<file path="src/rtl/cpu_sequencer_pkg.sv">
// Shared definitions for the accumulator CPU sequencer: FSM state encoding,
// ALU opcode values and the instruction word layout.
package cpu_sequencer_pkg;

    // FSM state encoding
    localparam logic [2:0] ST_IDLE      = 3'd0;
    localparam logic [2:0] ST_FETCH     = 3'd1;
    localparam logic [2:0] ST_DECODE    = 3'd2;
    localparam logic [2:0] ST_EXECUTE   = 3'd3;
    localparam logic [2:0] ST_WRITEBACK = 3'd4;
    localparam logic [2:0] ST_HALT      = 3'd5;

    // ALU opcodes, forwarded unchanged on alu_sel
    localparam logic [2:0] ALU_ADD = 3'd0;
    localparam logic [2:0] ALU_SUB = 3'd1;
    localparam logic [2:0] ALU_AND = 3'd2;
    localparam logic [2:0] ALU_OR  = 3'd3;
    localparam logic [2:0] ALU_XOR = 3'd4;
    localparam logic [2:0] ALU_MUL = 3'd5;
    localparam logic [2:0] ALU_DIV = 3'd6;
    localparam logic [2:0] ALU_CMP = 3'd7;

    // Instruction word field positions
    localparam int INSTR_HALT_BIT = 15;
    localparam int INSTR_RSV_MSB  = 14;
    localparam int INSTR_RSV_LSB  = 11;
    localparam int INSTR_OP_MSB   = 10;
    localparam int INSTR_OP_LSB   = 8;
    localparam int INSTR_IMM_MSB  = 7;
    localparam int INSTR_IMM_LSB  = 0;

    // Same layout as a packed struct, handy for building instruction words
    typedef struct packed {
        logic       halt;
        logic [3:0] rsv;
        logic [2:0] op;
        logic [7:0] imm;
    } instr_t;

endpackage

</file>
<file path="src/rtl/cpu_sequencer.sv">
// Multi-cycle accumulator CPU control: fetches 16-bit instructions, drives an
// external ALU with {acc, imm8, opcode} and writes the result back into acc.
// Each non-halt instruction runs FETCH -> DECODE -> EXECUTE -> WRITEBACK.
module cpu_sequencer
    import cpu_sequencer_pkg::*;
#(
    parameter logic [7:0] RESET_PC = 8'h00,
    parameter logic [7:0] ACC_INIT = 8'h00
) (
    input  logic        clk,
    input  logic        rst,
    input  logic        start,
    output logic [7:0]  imem_addr,
    output logic        imem_rd,
    input  logic [15:0] imem_data,
    output logic [7:0]  alu_a,
    output logic [7:0]  alu_b,
    output logic [2:0]  alu_sel,
    input  logic [7:0]  alu_out,
    input  logic        carry_out,
    output logic [7:0]  acc,
    output logic        carry,
    output logic        busy,
    output logic        done
);

    logic [2:0] r_state;
    logic [2:0] w_state_next;
    logic [7:0] r_pc;
    logic [7:0] r_acc;
    logic       r_carry;
    // Instruction register: only the fields that outlive DECODE are kept.
    // They double as the ALU operand registers, so they are loaded only for
    // non-halt instructions and otherwise hold their last value.
    logic [7:0] r_alu_a;
    logic [7:0] r_ir_imm;
    logic [2:0] r_ir_op;

    logic       w_is_halt;
    logic       w_unused_rsv;

    assign w_is_halt    = imem_data[INSTR_HALT_BIT];
    // Reserved bits carry no meaning; they are deliberately ignored.
    assign w_unused_rsv = ^imem_data[INSTR_RSV_MSB:INSTR_RSV_LSB];

    // Next-state decode; start is only honoured from IDLE and HALT
    always_comb begin
        w_state_next = r_state;
        case (r_state)
            ST_IDLE:      if (start) w_state_next = ST_FETCH;
            ST_FETCH:     w_state_next = ST_DECODE;
            ST_DECODE:    w_state_next = w_is_halt ? ST_HALT : ST_EXECUTE;
            ST_EXECUTE:   w_state_next = ST_WRITEBACK;
            ST_WRITEBACK: w_state_next = ST_FETCH;
            ST_HALT:      if (start) w_state_next = ST_FETCH;
            default:      w_state_next = ST_IDLE;
        endcase
    end

    // State register
    always_ff @(posedge clk or posedge rst) begin
        if (rst) begin
            r_state <= ST_IDLE;
        end else begin
            r_state <= w_state_next;
        end
    end

    // Datapath registers: pc, accumulator, carry and latched ALU operands
    always_ff @(posedge clk or posedge rst) begin
        if (rst) begin
            r_pc     <= RESET_PC;
            r_acc    <= ACC_INIT;
            r_carry  <= 1'b0;
            r_alu_a  <= 8'h00;
            r_ir_imm <= 8'h00;
            r_ir_op  <= 3'd0;
        end else begin
            case (r_state)
                ST_IDLE, ST_HALT: begin
                    if (start) begin
                        r_pc    <= RESET_PC;
                        r_acc   <= ACC_INIT;
                        r_carry <= 1'b0;
                    end
                end
                ST_DECODE: begin
                    // Operands are captured here so they are already stable
                    // on the first EXECUTE cycle and through WRITEBACK.
                    if (!w_is_halt) begin
                        r_alu_a  <= r_acc;
                        r_ir_imm <= imem_data[INSTR_IMM_MSB:INSTR_IMM_LSB];
                        r_ir_op  <= imem_data[INSTR_OP_MSB:INSTR_OP_LSB];
                    end
                end
                ST_WRITEBACK: begin
                    // pc wraps naturally from 8'hFF to 8'h00
                    r_acc   <= alu_out;
                    r_carry <= carry_out;
                    r_pc    <= r_pc + 8'd1;
                end
                default: begin
                end
            endcase
        end
    end

    assign imem_addr = r_pc;
    assign imem_rd   = (r_state == ST_FETCH);
    assign alu_a     = r_alu_a;
    assign alu_b     = r_ir_imm;
    assign alu_sel   = r_ir_op;
    assign acc       = r_acc;
    assign carry     = r_carry;
    assign busy      = (r_state != ST_IDLE) && (r_state != ST_HALT);
    assign done      = (r_state == ST_HALT);

endmodule

</file>
<file path="config.mk">
export PLATFORM = sky130hd
export DESIGN_NAME = cpu_sequencer
export DESIGN_NICKNAME = d
export VERILOG_FILES = /design/src/rtl/cpu_sequencer_pkg.sv /design/src/rtl/cpu_sequencer.sv
export SDC_FILE = /design/constraint.sdc
export NUM_CORES = 1
export LEC_CHECK = 0
export BUFFER_PORTS_ARGS = -buffer_cell sky130_fd_sc_hd__buf_2
export CELL_PAD_IN_SITES_DETAIL_PLACEMENT = 0
export CELL_PAD_IN_SITES_GLOBAL_PLACEMENT = 1
export CORE_MARGIN = 2
export CORE_UTILIZATION = 40
export CTS_BUF_LIST = sky130_fd_sc_hd__clkbuf_4 sky130_fd_sc_hd__clkbuf_8
export DETAILED_ROUTE_END_ITERATION = 6
export MAX_ROUTING_LAYER = met4
export PLACE_DENSITY = 0.84
export SETUP_SLACK_MARGIN = 0.2
export SYNTH_ARGS = -nofsm -noshare
export SYNTH_HDL_FRONTEND = slang
export SYNTH_SLANG_ARGS = --single-unit
</file>
<file path="constraint.sdc">
create_clock -name clk -period 2.6 [get_ports clk]
set_input_delay 0.65 -clock clk [delete_from_list [all_inputs] [get_ports clk]]
set_output_delay 0.65 -clock clk [all_outputs]
set_load 0.01 [all_outputs]
</file>
---- After elaboration in Yosys (flattened, before gate mapping) ----
Cells that the tools add are included.
cells by class
  add/subtract/negate cells ............... 1
  bitwise operators ....................... 1
  multiplexer cells ....................... 8
  reductions and logical operators ........ 7
  equal/unequal tests ..................... 7
operators by type and width
  operator                                               number
  case mux 8 bit (2 select lines)                        2
  case mux 3 bit (5 select lines)                        1
  adder 8 x 1 -> 8 bit, second input constant            1
  two-way mux 8 bit                                      1
  == test 3 x 2 -> 1 bit, second input constant          2
  == test 3 bit, second input constant                   2
  two-way mux 3 bit                                      2
  AND reduction 2 bit                                    2
  == test 3 x 1 -> 1 bit, second input constant          1
  logical NOT 3 bit                                      1
  inequality test 3 bit, second input constant           1
  nonzero test 3 bit                                     1
  inequality test 2 x 1 -> 1 bit, second input constant  1
  case mux 1 bit (2 select lines)                        1
  nonzero test 2 bit                                     1
  OR reduction 2 bit                                     1
  logical AND 1 bit                                      1
  two-way mux 1 bit                                      1
  inverter 1 bit                                         1
word-level totals
  logic and storage cells ................. 31
  output and inout bits ................... 39
  register bits ........................... 39

---- Longest topological paths before layout ----
Gate-level depths: netlist of the first run.
  depth in word-level cells ............... 4
  mapped depth ............................ 6

---- Worst setup path after synthesis of the first run ----
Ideal clock, no wire load.
  kind .................................... reg-to-reg
  start point ............................. reg r_state[1]
  end point ............................... reg r_pc[5], in the netlist imem_addr[5]
  library setup time ...................... 0.078 ns
  cell stages (with the launch flop) ...... 6
  buffers on the path ..................... 2
  required time ........................... 2.522 ns
  clock period less this slack ............ 1.668 ns
  path slack .............................. 0.932 ns
  arrival ................................. 1.590 ns
  path through ............................ dfrtp_1 > buf_2 > or3b_1 > buf_2 > or4_1 > a21oi_1
between the ends
  longest elaborated chain between the ends .. 4
  elaborated cells on any way between the ends .. 8
ends and longest elaborated chain
  element                                                                                line                  text
  from (decl)                                                                            cpu_sequencer.sv:27   logic [2:0] r_state;
  from (signal assigned)                                                                 cpu_sequencer.sv:65   r_state <= w_state_next;
  == test 3 bit or logical NOT 3 bit (tied branches)                                     cpu_sequencer.sv:79   case (r_state)
  OR reduction 2 bit (no source line)                                                    -
  inequality test 2 x 1 -> 1 bit (no source line) or nonzero test 2 bit (tied branches)  -
  AND reduction 2 bit (no source line)                                                   -
  to (signal assigned)                                                                   cpu_sequencer.sv:100  r_pc <= r_pc + 8'd1;
  to (decl)                                                                              cpu_sequencer.sv:29   logic [7:0] r_pc;
Several ways; a longest one is shown, not always the timed one.
A chain may end at the register's enable or synchronous reset.

---- Final worst setup path of the first run ----
  start point ............................. reg r_state[2]
  end point ............................... out busy
between the ends
  longest elaborated chain between the ends .. 2
  elaborated cells on any way between the ends .. 3
ends and longest elaborated chain
  element                                                      line                  text
  inequality test 3 bit or nonzero test 3 bit (tied branches)  cpu_sequencer.sv:115  assign busy = (r_state != ST_IDLE) && (r_state != ST_HALT);
  logical AND 1 bit (*)                                        cpu_sequencer.sv:115
  to (decl)                                                    cpu_sequencer.sv:23   output logic busy,
Mark *: on every way between the ends. The rest lies on a longest branch, timed or not.

==> reports/metrics.cfg, run 1 <==
[status]
status = finished clean

[placement]
place.detailed.hpwl_mm = 2.48
gp_congestion = 0.781
portBuffers = 62

[die]
fp-row-count = 23
dieWidth_um = 68.3
dieArea_sq_um = 4670
start_util = 0.414
die_y_um = 68.3
pin_count = 67
coreArea_sq_um = 4000

[timing]
layout_min_cycle_time_ns = 2.04
drv_slew = 0
relSlewSlack = 0.574
tns_ns = 0
final-setup-viol-count = 0
hold_violations = 0
fmax_mhz = 490
worst_pin_slew_ns = 0.637
fin_crit_sh = 0.785
grt_setup_unrepaired = false
skew_ns = 0.00880

[critical_path]
reg2reg_slack_ns = 0.66
path_class = flop to output pin
cp.required_ns = 1.95
reg2reg_to = imem_addr[5]
cp.arrival_ns = 1.39
crit_start = r_state[2]
max_stage_delay_ns = 0.47
critPathMaxFanout = 9
worstPathCellList = xor2_1 -> or2_2 -> buf_2
rr_worst_depth = 3
critPathSlowestCell = dfrtp_1
r2r-start = r_state[2]
endpoint_kind = output pin
cp-start-kind = flop

[yosys]
synth_most_common_cell = dfrtp_1
ys.warnings.count = 0
ys_types = 30
netlist_top_cells_count = dfrtp_1 (39), nand2_1 (23), mux2_2 (19)
yosysSeqAreaShare = 0.590
ys.flop_type = dfrtp_1
synth_top_area_frac = 0.590
ys_top_cells_by_area = dfrtp_1 (59%), mux2_2 (13%), nand2_1 (5.2%)
syn-instance-count = 144
ys_seq_elements = 39
async_reset_ff_frac = 1.00
mappedNetlistArea_sq_um = 1650
avgSynthCellArea_sq_um = 11.5
yosysTopAreaCell = dfrtp_1
synth_edf_count = 0
syn_nets = 173

[final_layout]
final_util = 0.526
fin_nets = 237
antennaDiodeCount = 0
drive_above_1_share = 0.459
fillCellCount = 378
regArea_sq_um = 976
area_growth_pct = 27.2
multi_input_area_sq_um = 622

[cts]
clkTransAtPathRegs_ns = 0.08
cts.hold.buffers_added = 0
ctsRootBufferMaster = clkbuf_8
clk_path_buf_depth = 2
cts_tree = yes
clk_latency_ns = 0.29
cts_setup_buffers = 0
h-tree-depth = 2
clock-sinks = 39
cts_buffers = 5
cts.repair.resized = 0

[drt]
postRouteAntennaNets = 0
routedWlPerCell_um = 13.7
drtIter0Drc = 50
drc = 0
vias = 1274
drt_pass1_iterations = 4
vias_per_cell = 4.92
wirelength_mm = 3.54

[power_and_ir_drop]
leakage_nw = 1.06
power.density_nw_per_um2 = 1060
design_power_total_mw = 2.23
vdd_drop_max_uv = 560

[global_routing]
grt_pass1_wl_mm = 5.49
grt_max_degree = 40
grt-busiest-layer = met2
antenna_found_initial = 0
use_met3 = 0.0378
grt_pass1_vias = 1172
gr-usage-met1 = 0.211
overflow = 0
grt_use_met2 = 0.248
grt_usage = 0.166

[worst_hold_path]
hp-class = input pin to asynchronous set/reset pin

[run]
max-cap-violations = 0

==> critical path, delay by kind of cell (launching register included) <==
family / cells / cell delay, ns
AND/OR/NAND/NOR: 1 / 0.29
buffers and inverters: 1 / 0.14
flip-flops: 1 / 0.47
XOR/XNOR: 1 / 0.22
==> cell families (layout without fill, tap and decap cells) <==
logic type	Yosys count	after routing	synth area share
and+or+nand+nor	43	43	0.126
DFF	39	39	0.590
AOI/OAI and AO/OA	23	23	0.0809
muxes	22	22	0.148
buffers and inverters	14	79	0.0371
xor gates and xnor gates	2	2	0.0106
adders and majority gates	1	1	0.00756
==> flip-flops by register name, summed over array words and instances, names as in the netlist <==
| signal | count |
|---|---|
| r_state | 3 |
| acc | 8 |
| alu_sel | 3 |
| alu_b | 8 |
| imem_addr | 8 |
| alu_a | 8 |
| carry | 1 |
==> metal layers <==
metal / wire, um / part of all wire
met1: 1620 / 0.46
met2: 1680 / 0.48
met3: 175 / 0.049
met4: 62 / 0.017
met5: 0 / 0
==> how the worst max path moves through the flow <==
| stage | endpoint | slack, ns | cells past startpoint |
|---|---|---|---|
| final | busy | 0.56 | 3 |
| after floorplan | imem_addr[5] | 0.93 | 5 |
| after global placement | imem_addr[5] | 0.68 | 3 |
| after CTS | busy | 0.55 | 3 |
| after global routing | busy | 0.47 | 3 |
| after detailed placement | imem_addr[5] | 0.66 | 3 |
==> cell usage in the layout (no fill, tap or decap), types with 2 or more instances in the layout <==
master	instances
nor3b_1	2
o21ai_0	13
or2_2	2
mux2i_1	3
nor2_1	2
inv_1	6
mux2_2	19
o211ai_1	2
dfrtp_1	39
nand3_1	4
nand2_1	23
buf_2	62
or3_1	2
buf_4	3
nand2b_1	2
a21oi_1	3
clkbuf_8	5
==> final cells by class <==
| type | instances | area share |
|---|---|---|
| inverters | 6 | 0.0107 |
| repair buffers | 65 | 0.158 |
| well taps | 50 | 0.0297 |
| multi-input cells | 91 | 0.295 |
| clock inverters | 2 | 0.00595 |
| clock buffers | 6 | 0.0363 |
| flip-flops and latches | 39 | 0.464 |
==> stage by stage <==
| stage | std cells | hold WS [ns] | cell area [sq um] | setup slack, ns |
|---|---|---|---|---|
| 5_1_grt | 259 | 0.507 | 2100 | 0.474 |
| 3_5_place_dp | 251 | 0.492 | 2020 | 0.660 |
| 4_1_cts | 259 | 0.489 | 2100 | 0.551 |
| 3_3_place_gp | 251 | 0.484 | 2020 | 0.681 |
| 2_1_floorplan | 144 | 0.509 | 1650 | 0.932 |
| 6_report | 259 | 0.466 | 2100 | 0.559 |
==> where the power goes <==
part,switching [mW],internal [mW]
Combinational,0.435,0.396
Sequential,0.167,0.826
Clock,0.210,0.198
Note: power is estimated with default switching activity, not from simulation.
==> run 2: changes to the inputs <==
CORE_UTILIZATION = 37   (was 40)
PLACE_DENSITY = 0.79   (was 0.84)
clock period = 2.1 ns   (was 2.6 ns; I/O delays follow)
==> run 2 against run 1 <==
  * Global-route usage down 1.9 points
  * First-iteration DRC count rose by 28%
  * Final area up 2.4%
  * Clock skew up 0.0016 ns
  * Wire length decreased by 1.4%
  * Register-to-register slack worse by 0.26 ns
  * Die area rose by 7.6%
  * Combinational power is 36% higher
  * Power increased by 28%
  * Sequential power up 24%
  * Largest power group unchanged
  * Sequential share of layout area is 0.99 points lower
  * Clock power is 21% higher
==> reports/metrics.cfg, run 2 (same netlist as run 1, synthesis figures left out) <==
[timing]
layout_min_cycle_time_ns = 1.81
final-setup-viol-count = 0  ; unchanged
grt_setup_unrepaired = false
fin_ws_ns = 0.285  ; -0.273 ns
skew_ns = 0.0104  ; +0.00156 ns
tns_ns = 0  ; unchanged
hold_violations = 0  ; unchanged
relSlewSlack = 0.586  ; +0.0123
fin_crit_sh = 0.864
worst_pin_slew_ns = 0.614  ; -0.0226 ns
fmax_mhz = 551
drv_slew = 0  ; unchanged

[power_and_ir_drop]
leakage_nw = 1.08  ; +2.0%
vdd_drop_max_uv = 636  ; +14%
power.density_nw_per_um2 = 1320  ; +25%

[critical_path]
critPathMaxFanout = 6  ; -3
path_class = flop to output pin
worst-path-buf-inv = 1  ; unchanged
cp.arrival_ns = 1.29  ; -0.10 ns
crit_end = busy
reg2reg_slack_ns = 0.40  ; -0.26 ns
endpoint_kind = output pin
crit_cells = 3  ; unchanged
worstPathCellList = xor2_2 -> or2_4 -> buf_6
crit_start = r_state[0]
cp.required_ns = 1.57  ; -0.38 ns
reg2reg_to = imem_addr[6]
r2r-start = r_state[0]
max_stage_delay_ns = 0.46  ; about the same
critPathSlowestCell = dfrtp_2
cp-start-kind = flop
critPathTopFamily = flip-flops
rr_worst_depth = 4  ; +1

[global_routing]
antenna_found_initial = 0  ; unchanged
gr-usage-met1 = 0.176  ; -0.0350
grt_use_met2 = 0.242  ; -0.00562
use_met3 = 0.0385  ; +0.000633
grt_pass1_vias = 1196  ; +2.0%
grt_max_degree = 40  ; unchanged
grt-busiest-layer = met2
grt_usage = 0.148  ; -0.0186
overflow = 0  ; unchanged
grt_pass1_wl_mm = 5.63  ; +2.5%

[worst_hold_path]
hp-class = input pin to asynchronous set/reset pin

[status]
status = finished clean

[final_layout]
area_growth_pct = 30.3
final_common_cell = buf_2
final_cell_mix = buf_2 (61), dfrtp_1 (37), nand2_1 (23)
final_util = 0.499  ; -0.0276
fin_nets = 241  ; +1.7%
antennaDiodeCount = 0  ; unchanged
drive_above_1_share = 0.484  ; +0.0242

[placement]
gp_congestion = 0.830  ; +6.3%
portBuffers = 62  ; unchanged
pre_cts_slack_ns = 0.424  ; -0.236 ns
place.detailed.hpwl_mm = 2.44  ; -1.7%

[cts]
h-tree-depth = 2  ; unchanged
clk_path_buf_depth = 2  ; unchanged
clock-sinks = 39  ; unchanged
clk_latency_ns = 0.28  ; about the same
cts_tree = yes
cts_buffers = 5  ; unchanged
ctsRootBufferMaster = clkbuf_8
clkTransAtPathRegs_ns = 0.08  ; about the same

[drt]
routedWlPerCell_um = 13.2  ; -3.6%
drc = 0  ; unchanged
drt_pass1_iterations = 4  ; unchanged
drtIter0Drc = 64  ; +28%
postRouteAntennaNets = 0  ; unchanged
wirelength_mm = 3.49  ; -1.4%
vias_per_cell = 4.84  ; -1.6%
vias = 1283  ; +0.71%

[die]
pin_count = 67  ; unchanged
fp-row-count = 24  ; +4.3%
start_util = 0.383  ; -0.0310
coreArea_sq_um = 4320  ; +8.1%
dieArea_sq_um = 5020  ; +7.6%
dieWidth_um = 70.9  ; +3.7%
die_y_um = 70.9  ; +3.7%

[run]
max-cap-violations = 0  ; unchanged

[run 2: worst reg2reg max path, delay by kind of cell, from the launching register on]
family,cells,cell delay [ns]
AO/OA/AOI/OAI,1,0.08
flip-flops,1,0.46
buffers and inverters,1,0.15
AND/OR/NAND/NOR,2,0.94
[run 2: routing by layer]
layer,routed length (um),part of all wire,up-vias
met4,35,0.010,0
met1,1540,0.44,616
li1,-,-,633
met5,0,0,-
met2,1780,0.51,32
met3,145,0.041,2
[run 2: metrics by stage]
| stage | instance area (sq um) | std cells | hold WS [ns] | total power [mW] |
|---|---|---|---|---|
| after floorplan | 1650 | 144 | 0.509 | 1.88 |
| after global placement | 2030 | 255 | 0.466 | 2.29 |
| after detailed placement | 2030 | 255 | 0.468 | 2.31 |
| after CTS | 2120 | 263 | 0.360 | 2.82 |
| after global routing | 2160 | 265 | 0.375 | 3.06 |
| final | 2160 | 265 | 0.348 | 2.85 |
[run 2: where the power goes]
part | internal [mW] | switching, mW | total, mW
Sequential | 1.03 | 0.205 | 1.23
Clock | 0.245 | 0.249 | 0.494
Combinational | 0.565 | 0.561 | 1.13
[run 2: worst min path at each step]
stage,from,to,slack [ns]
final,rst,carry,0.35
after global routing,rst,alu_b[6],0.38
after CTS,rst,alu_b[7],0.36
after detailed placement,imem_addr[7],imem_addr[7],0.47
after global placement,imem_addr[7],imem_addr[7],0.47
after floorplan,imem_addr[7],imem_addr[7],0.51
[run 2: area by class of cell]
cell class              count  area, sq um
clock buffers               6         76.3
clock inverters             2         12.5
fillers                   435         2170
inverters                   6         22.5
multi-input cells          91          632
flip-flops and latches     39          978
well taps                  52         65.1
repair buffers             69          369
[run 2: timing repair]
action | CTS | global route
pin swaps | 0 | 1
resized for setup | 1 | 4
endpoints found under the hold margin | 0 | 0
setup buffers | 0 | 2
endpoints found under the setup margin | 1 | 3
hold buffers | 0 | 0
==> run 3: changes to the inputs <==
CELL_PAD_IN_SITES_DETAIL_PLACEMENT = unset   (was 0)
CELL_PAD_IN_SITES_GLOBAL_PLACEMENT = unset   (was 1)
CORE_UTILIZATION = 49   (was 37)
==> run 3 against run 2 <==
  * Final area down 0.52%
  * Non-clock buffer count rose by 2
  * Combinational power up 7%
  * Register-to-register slack got worse by 0.07 ns
  * Worst setup slack got worse by 0.035 ns
  * Cell count down 1.5%
  * Sequential share of layout area rose by 0.24 points
  * Clock-buffer cell count stayed put
  * Flip-flop and latch count unchanged
  * Critical path type unchanged
  * Clock skew shrank 0.0034 ns
  * Maximum frequency decreased by 1.9%
  * Power decreased by 1.1%
  * Largest power group unchanged
==> reports/metrics.cfg, run 3 (same netlist as run 1, synthesis figures left out) <==
[status]
status = finished clean

[critical_path]
critPathSlowestCell = dfrtp_2
cp-start-kind = flop
cp.required_ns = 1.57  ; about the same
reg2reg_slack_ns = 0.33  ; -0.07 ns
worstPathCellList = xor2_2 -> or2_4 -> buf_6
path_class = flop to output pin
critPathMaxFanout = 3  ; -3
endpoint_kind = output pin
cp.arrival_ns = 1.32  ; +0.03 ns
max_stage_delay_ns = 0.45  ; about the same

[global_routing]
overflow = 0  ; unchanged
grt_pass1_vias = 1332  ; +11%
antenna_found_initial = 0  ; unchanged
grt_usage = 0.202  ; +0.0540
grt_pass1_wl_mm = 5.93  ; +5.3%
grt_max_degree = 40  ; unchanged

[power_and_ir_drop]
vdd_drop_max_uv = 676  ; +6.3%
leakage_nw = 1.08  ; +0.19%
power.density_nw_per_um2 = 1320  ; -0.61%

[placement]
place.detailed.hpwl_mm = 2.40  ; -1.5%
portBuffers = 62  ; unchanged
dp.cells = 249  ; -2.4%
placed_cell_area_sq_um = 2030  ; -0.37%
gp_congestion = 0.804  ; -3.1%

[timing]
skew_ns = 0.00693  ; -0.00344 ns
relSlewSlack = 0.621  ; +0.0344
layout_min_cycle_time_ns = 1.85  ; +0.0349 ns
tns_ns = 0  ; unchanged
drv_slew = 0  ; unchanged
fmax_mhz = 541  ; -1.9%
hold_violations = 0  ; unchanged
final-setup-viol-count = 0  ; unchanged
fin_crit_sh = 0.881  ; +0.0166
worst_pin_slew_ns = 0.563  ; -0.0511 ns
grt_setup_unrepaired = false

[die]
dieWidth_um = 62.1  ; -12%
die_y_um = 62.1  ; -12%
coreArea_sq_um = 3280  ; -24%
dieArea_sq_um = 3860  ; -23%
fp-row-count = 21  ; -13%
pin_count = 67  ; unchanged
start_util = 0.504  ; +0.121

[final_layout]
fillCellCount = 271  ; -38%
final_common_cell = buf_2
design_area_sq_um = 2140  ; -0.52%
antennaDiodeCount = 0  ; unchanged
multi_input_area_sq_um = 644  ; +2.0%
final_cell_mix = buf_2 (61), dfrtp_1 (37), nand2_1 (23)
area_growth_pct = 29.7
fin_nets = 243  ; +0.83%
regArea_sq_um = 978  ; unchanged
drive_above_1_share = 0.502  ; +0.0188
stdcell_count = 261  ; -1.5%

[drt]
routedWlPerCell_um = 13.3  ; +1.2%
drt_pass1_iterations = 4  ; unchanged
vias_per_cell = 5.10  ; +5.3%
wirelength_mm = 3.48  ; -0.31%
drc = 0  ; unchanged
vias = 1331  ; +3.7%
drtIter0Drc = 48  ; -25%
postRouteAntennaNets = 0  ; unchanged

[cts]
cts_tree = yes
h-tree-depth = 2  ; unchanged
clkTransAtPathRegs_ns = 0.12  ; +0.04 ns
clk_path_buf_depth = 2  ; unchanged
cts_buffers = 5  ; unchanged
clk_latency_ns = 0.35  ; +0.07 ns
ctsRootBufferMaster = clkbuf_4
clock-sinks = 39  ; unchanged
cts.hold.buffers_added = 0  ; unchanged

[worst_hold_path]
hp-class = input pin to asynchronous set/reset pin

[run]
max-cap-violations = 0  ; unchanged

run 3: cell type report:
class / instances / area share
clock buffer: 6 / 0.0210
clock inverter: 2 / 0.00583
inverter: 6 / 0.0105
multi-input combinational: 91 / 0.300
sequential: 39 / 0.456
tap: 46 / 0.0268
timing repair buffer: 71 / 0.179
run 3: worst paths after layout:
path	end	cells past startpoint	startpoint
worst max-delay path	busy	3	r_state[2]
worst min register to register	imem_addr[7]	1	imem_addr[7]
min in group clk	acc[0]	3	alu_out[0]
max in group asynchronous	r_state[0]	3	rst
worst max register to register	imem_addr[5]	4	r_state[2]
worst min-delay path	alu_b[4]	3	rst
run 3: timing repair:
item,in CTS,in global routing
pin swaps,1,1
endpoints found under the setup margin,2,3
setup buffers,4,0
gates resized for setup,6,2
run 3: critical path, delay by kind of cell, from the launching register on:
kind / cells / cell delay (ns)
DFF: 1 / 0.45
and+or+nand+nor: 1 / 0.23
xor gates and xnor gates: 1 / 0.18
buffers and inverters: 1 / 0.12
run 3: report_power, final:
group	internal, mW	switching [mW]
Sequential	1.03	0.200
Clock	0.142	0.244
Combinational	0.609	0.599
run 3: through the flow:
step / hold slack (ns) / power (mW) / setup slack, ns / util
after floorplan: 0.509 / 1.88 / 0.432 / -
after global placement: 0.477 / 2.27 / 0.325 / 0.617
after detailed placement: 0.489 / 2.31 / 0.274 / 0.617
after CTS: 0.283 / 2.82 / 0.224 / 0.651
after global routing: 0.305 / 3.01 / 0.206 / 0.653
final: 0.273 / 2.82 / 0.251 / 0.653
run 3: layer usage:
metal / global-route usage / vias to the layer above / wire length [um]
met5: - / - / 0
met1: 0.236 / 639 / 1510
li1: - / 641 / -
met2: 0.334 / 44 / 1700
met4: 0.0944 / 0 / 64
met3: 0.0435 / 7 / 211
